==> src/rtl/ex_muldiv_unit.sv <==
// Iterative unsigned multiply/divide for the EX stage: one radix-2 step per cycle,
// stalls the front of the pipeline until the result is handed to EX/MEM.
module ex_muldiv_unit #(
  parameter int XLEN = 32
) (
  input  logic            clk,
  input  logic            rst,
  input  logic            start,
  input  logic [1:0]      op,
  input  logic [XLEN-1:0] a,
  input  logic [XLEN-1:0] b,
  input  logic            flush,
  output logic            busy,
  output logic            done,
  output logic [XLEN-1:0] result,
  output logic            stall
);

  localparam int AW = 2 * XLEN + 1;
  localparam int CW = (XLEN > 1) ? $clog2(XLEN) : 1;
  localparam logic [CW-1:0] CNT_LAST = CW'(XLEN - 1);

  typedef enum logic [1:0] {
    S_IDLE = 2'd0,
    S_RUN  = 2'd1,
    S_DONE = 2'd2
  } state_e;

  // Multiply step: acc = {carry, product_hi, multiplier/product_lo}.
  function automatic logic [AW-1:0] mul_step(input logic [AW-1:0] acc,
                                             input logic [XLEN-1:0] mcand);
    logic [XLEN:0] upper;
    upper = acc[AW-1:XLEN];
    if (acc[0]) upper = {1'b0, acc[2*XLEN-1:XLEN]} + {1'b0, mcand};
    return {1'b0, upper, acc[XLEN-1:1]};
  endfunction

  // Restoring divide step: acc = {rem (XLEN+1 bits), quot}; trial bit XLEN is the borrow.
  function automatic logic [AW-1:0] div_step(input logic [AW-1:0] acc,
                                             input logic [XLEN-1:0] dvsr);
    logic [AW-1:0] sh;
    logic [XLEN:0] trial;
    sh    = {acc[AW-2:0], 1'b0};
    trial = sh[AW-1:XLEN] - {1'b0, dvsr};
    if (!trial[XLEN]) sh = {trial, sh[XLEN-1:1], 1'b1};
    return sh;
  endfunction

  // Low half is the MUL product or DIVU quotient, high half the MULHU product or REMU remainder.
  function automatic logic [XLEN-1:0] pick_result(input logic [1:0] sel,
                                                  input logic [AW-1:0] acc);
    return sel[0] ? acc[2*XLEN-1:XLEN] : acc[XLEN-1:0];
  endfunction

  state_e          state_q, state_d;
  logic [CW-1:0]   cnt_q, cnt_d;
  logic [1:0]      op_q, op_d;
  logic [XLEN-1:0] opb_q, opb_d;
  logic [AW-1:0]   acc_q, acc_d;
  logic [XLEN-1:0] result_q, result_d;
  logic            busy_q, busy_d;
  logic            done_q, done_d;

  logic            accept;
  logic [AW-1:0]   acc_nxt;

  assign accept  = start & (state_q != S_RUN) & ~flush;
  assign acc_nxt = op_q[1] ? div_step(acc_q, opb_q) : mul_step(acc_q, opb_q);

  always_comb begin
    state_d  = state_q;
    cnt_d    = cnt_q;
    op_d     = op_q;
    opb_d    = opb_q;
    acc_d    = acc_q;
    result_d = result_q;

    case (state_q)
      S_RUN: begin
        acc_d = acc_nxt;
        cnt_d = cnt_q + CW'(1);
        if (cnt_q == CNT_LAST) begin
          state_d  = S_DONE;
          result_d = pick_result(op_q, acc_nxt);
        end
      end
      default: begin
        state_d = S_IDLE;
        if (accept) begin
          op_d  = op;
          cnt_d = '0;
          // Multiplicand is A with B as multiplier; for division B is the divisor.
          opb_d = op[1] ? b : a;
          acc_d = {{(XLEN + 1){1'b0}}, (op[1] ? a : b)};
          if (op[1] && (b == '0)) begin
            state_d  = S_DONE;
            result_d = op[0] ? a : {XLEN{1'b1}};
          end else begin
            state_d = S_RUN;
          end
        end
      end
    endcase

    // Squash wins over both a fresh accept and a completing step.
    if (flush) begin
      state_d  = S_IDLE;
      cnt_d    = '0;
      result_d = result_q;
    end

    busy_d = (state_d == S_RUN);
    done_d = (state_d == S_DONE);
  end

  always_ff @(posedge clk) begin
    if (rst) begin
      state_q  <= S_IDLE;
      cnt_q    <= '0;
      op_q     <= '0;
      opb_q    <= '0;
      acc_q    <= '0;
      result_q <= '0;
      busy_q   <= 1'b0;
      done_q   <= 1'b0;
    end else begin
      state_q  <= state_d;
      cnt_q    <= cnt_d;
      op_q     <= op_d;
      opb_q    <= opb_d;
      acc_q    <= acc_d;
      result_q <= result_d;
      busy_q   <= busy_d;
      done_q   <= done_d;
    end
  end

  assign busy   = busy_q;
  assign done   = done_q;
  assign result = result_q;
  assign stall  = accept | busy_q;

endmodule

==> config.mk <==
export PLATFORM = sky130hd
export DESIGN_NAME = ex_muldiv_unit
export DESIGN_NICKNAME = d
export VERILOG_FILES = /design/src/rtl/ex_muldiv_unit.sv
export SDC_FILE = /design/constraint.sdc
export NUM_CORES = 1
export LEC_CHECK = 0
export ABC_AREA = 0
export BUFFER_PORTS_ARGS = -buffer_cell sky130_fd_sc_hd__buf_2
export CAP_MARGIN = 20
export CORE_UTILIZATION = 30
export DETAILED_ROUTE_END_ITERATION = 16
export PLACE_DENSITY = 0.44
export SKIP_LAST_GASP = 1
export SYNTH_ARGS = -nofsm -noshare
export SYNTH_HDL_FRONTEND = slang
export SYNTH_SLANG_ARGS = --single-unit
==> constraint.sdc <==
create_clock -name clk -period 5.5 [get_ports clk]
set_input_delay 1.65 -clock clk [delete_from_list [all_inputs] [get_ports clk]]
set_output_delay 1.65 -clock clk [all_outputs]
set_load 0.02 [all_outputs]
==> run_results.csv <==
group,metric,value,unit
power_and_ir_drop,ir_drop,0.185,mV
timing,clock_skew,0.0125,ns
synthesis,yosys.area_share.simple,18.3,%
synthesis,ys_seq_area_share,24.9,%
critical_path,critPathSlowestCell,"fa_1",
timing,fin_crit,4.79,ns
floorplan,die_h,196,um
floorplan,io_pins,105,
critical_path,cpMostUsedCell,"a21oi_1",
flow_run,drv_cap,0,
synthesis,yosys_register_bits,140,
synthesis,ys.warnings.count,0,
power_and_ir_drop,combPwrFrac,21.8,%
clocking,clk_pin_slew,0.06,ns
timing,timing.slew.headroom,34.9,%
synthesis,syn_nets,1601,
drt,drcViolationCount,0,
clocking,cts_sinks,140,
global_route,grt_overflow,0,
floorplan,floorplan.initialDensity,30.6,%
clocking,h-tree-depth,4,
synthesis,yosys.area.top_type,"dfxtp_1",
critical_path,worstPathCellList,"inv_1, ha_1, fa_1, nor2b_1, o31ai_1, a21oi_1, nand4_1, a21oi_1, o21a_1, o21a_1, o211ai_1, nand2_1, ha_1, buf_12, nand2_1, or3_1, o2111ai_1, a31oi_1, or3_1, a21oi_1",
critical_path,path_max_fanout,32,
drt,drt_first_pass_iters,5,
synthesis,muxShareOfSynthArea,11.0,%
timing,finalSetupViolCount,0,
clocking,cts_hold_buffers,0,
critical_path,crit_required,5.85,ns
drt,ant_nets,0,
final_layout,final_layout_size_suffix_gt1_share,15.1,%
global_route,grt_max_degree,57,
synthesis,synthAdderAreaFrac,7.80,%
min_path,hold_path.class,"reg2reg",
place,dp_hpwl,33.9,mm
timing,worst_pin_slew,0.972,ns
power_and_ir_drop,power_density,222,nW/um2
global_route,grt_pass1_wl,69.3,mm
synthesis,netlist_instances,1462,
drt,routed_wirelength,45.3,mm
critical_path,worstSetupPathType,"reg2reg",
power_and_ir_drop,power.switching,937,uW
timing,rsz0062_at_grt,"false",
power_and_ir_drop,p_clk_share,39.9,%
timing,tns,0,ns
timing,hold_viol_final,0,
timing,min_period_over_period,87.2,%
clocking,insertion_delay,0.43,ns
clocking,cts_tree,"yes",
drt,vias,11600,
timing,slew_violations,0,
global_route,antenna_found_initial,0,
final_layout,area_delta_synth_final,14.0,%
place,io_buffers,104,
global_route,grt_usage,23.6,%
floorplan,rows,70,
synthesis,synth_edf_count,0,
timing,max_freq,209,MHz
power_and_ir_drop,pwr-share-seq,38.3,%
drt,drt_iter0_drc,1044,
power_and_ir_drop,internal_power,1920,uW
power_and_ir_drop,swShare,32.8,%
synthesis,syn-mean-instance-area,7.71,um2
synthesis,syn_area,11300,um2
synthesis,synth_top_area_share,24.9,%
synthesis,synth_compound_area_share,30.0,%
drt,routedWlPerCell,22.7,um
floorplan,die_x,196,um
status,status,"completed",
critical_path,arrival,5.15,ns
synthesis,synth.distinct_cells,84,
synthesis,synth_area_leaders,"dfxtp_1 25%, mux2i_1 7.6%, ha_1 7.4%, a21oi_1 6.0%, nor2_1 5.3%",
critical_path,worstSetupStartpointType,"flop",
power_and_ir_drop,p_total,2860,uW
clocking,numCtsBuffers,17,
floorplan,dieArea,38300,um2
clocking,cts_buffer_depth,2,
power_and_ir_drop,power_leakage,0.00526,uW
final_layout,nets,1653,
critical_path,critPathMaxStageDelay,0.41,ns
synthesis,synthXorXnorAreaFrac,2.80,%
synthesis,synth_top_family_by_area,"compound AO/OA/AOI/OAI gates",
clocking,cts.repair.resized,0,
clocking,cts-root-buf,"clkbuf_16",
synthesis,ys.flop_type,"dfxtp_1",
final_layout,insertedDiodeCount,0,
drt,via_per_inst,5.80,
floorplan,core_area,36800,um2
global_route,first_global_vias,11000,
clocking,cts_setup_buffers,0,
critical_path,end_kind,"flop",
place,gp_congestion,0.872,
synthesis,async_flop_share,0,%
[cell families (layout without fill, tap and decap cells)]
| family | Yosys count | count (layout) |
|---|---|---|
| buffers and inverters | 157 | 222 |
| AOI/OAI and AO/OA | 503 | 503 |
| and+or+nand+nor | 439 | 439 |
| muxes | 118 | 118 |
| adders and majority gates | 69 | 69 |
| DFF | 140 | 140 |
| xor gates and xnor gates | 36 | 36 |
[routing by layer]
metal | vias to the layer above | track usage (%) | part of all wire [%]
li1 | 5604 | - | -
met4 | 0 | 4.98 | 1.2
met1 | 5569 | 35.3 | 50
met3 | 27 | 3.76 | 5.4
met5 | - | 0 | 0
met2 | 362 | 35.1 | 43
[power by group through the flow]
stage / Sequential (uW) / Combinational, uW / Clock [uW]
4_1_cts: 1090 / 617 / 1160
6_report: 1090 / 624 / 1140
3_5_place_dp: 1120 / 613 / 0
3_3_place_gp: 1120 / 617 / 0
5_1_grt: 1100 / 683 / 1210
2_1_floorplan: 1090 / 418 / 0
[final cells by class]
class | count | area, um2
inverters | 54 | 203
flip-flops and latches | 140 | 2810
clock inverters | 13 | 116
multi-input cells | 1165 | 7890
repair buffers | 136 | 791
fillers | 3961 | 23900
clock buffers | 19 | 454
well taps | 468 | 586
[flip-flops by register name, indices dropped and copies added, names as in the netlist]
signal	cells
op_q	2
opb_q	32
acc_q	65
result	32
state_q	2
done	1
cnt_q	5
busy	1
[cell usage after synthesis (all sizes together) (7+ instances only)]
master    n
a31oi    18
o22ai    21
nand2b   11
buf      24
a22oi    11
clkbuf   79
o21bai    7
o31ai    13
o21a     14
a21o     31
a221oi    7
or3      23
nand2   107
mux2i    85
a21oi   136
mux2     32
nand4    14
o21ai    91
a211oi   54
a222oi   14
xor2     16
nor3     46
inv      54
o211ai   19
dfxtp   140
nor2b    15
nor2    161
nand3b    7
ha       67
xnor2    20
nand3    12
nor4     16
[worst paths after layout]
path                                from                      to  slack (ns)  depth (start not counted)
setup reg to reg  acc_q[31]$_SDFFE_PP0N_  result[7]$_SDFFE_PP0P_        0.71                         20
hold / removal    result[3]$_SDFFE_PP0P_  result[3]$_SDFFE_PP0P_        0.48                          2
setup / recovery  acc_q[31]$_SDFFE_PP0N_  result[7]$_SDFFE_PP0P_        0.71                         20
hold reg to reg   result[3]$_SDFFE_PP0P_  result[3]$_SDFFE_PP0P_        0.48                          2
[per-stage QoR]
stage / hold slack, ns / cell area, um2 / utilization (%) / std cells / worst slack (ns)
after global placement: 0.457 / 12300 / 33.4 / 1963 / 0.722
final: 0.478 / 12800 / 34.9 / 1995 / 0.707
after detailed placement: 0.476 / 12300 / 33.4 / 1963 / 0.756
after floorplan: 0.453 / 11300 / - / 1462 / 1.50
after global routing: 0.499 / 12800 / 34.9 / 1995 / 0.418
after CTS: 0.485 / 12800 / 34.9 / 1995 / 0.707
[placed cells by master (no fill, tap or decap), drive strengths merged, types with 7 or more instances in the layout]
cell and n:
ha 67, a222oi 14, dfxtp 140, a21o 31, nand3b 7, o21ai 91
nand2 107, a211oi 54, o21a 14, o211ai 19, nor2b 15, a22oi 11
nor4 16, or3 23, nand3 12, a21oi 136, o31ai 13, clkbuf 19
buf 136, nand4 14, inv 55, a221oi 7, nor3 46, xor2 16
a31oi 18, o22ai 21, xnor2 20, nor2 161, o21bai 7, nand2b 11
mux2 32, mux2i 85
[worst max-delay path, delay by kind of cell, from the launching register on]
kind / cells / cell delay, ns
DFF: 1 / 0.39
and+or+nand+nor: 6 / 1.32
adders and majority gates: 3 / 0.92
buffers and inverters: 2 / 0.30
AOI/OAI and AO/OA: 9 / 1.76
Power figures use the tool's default switching activity.
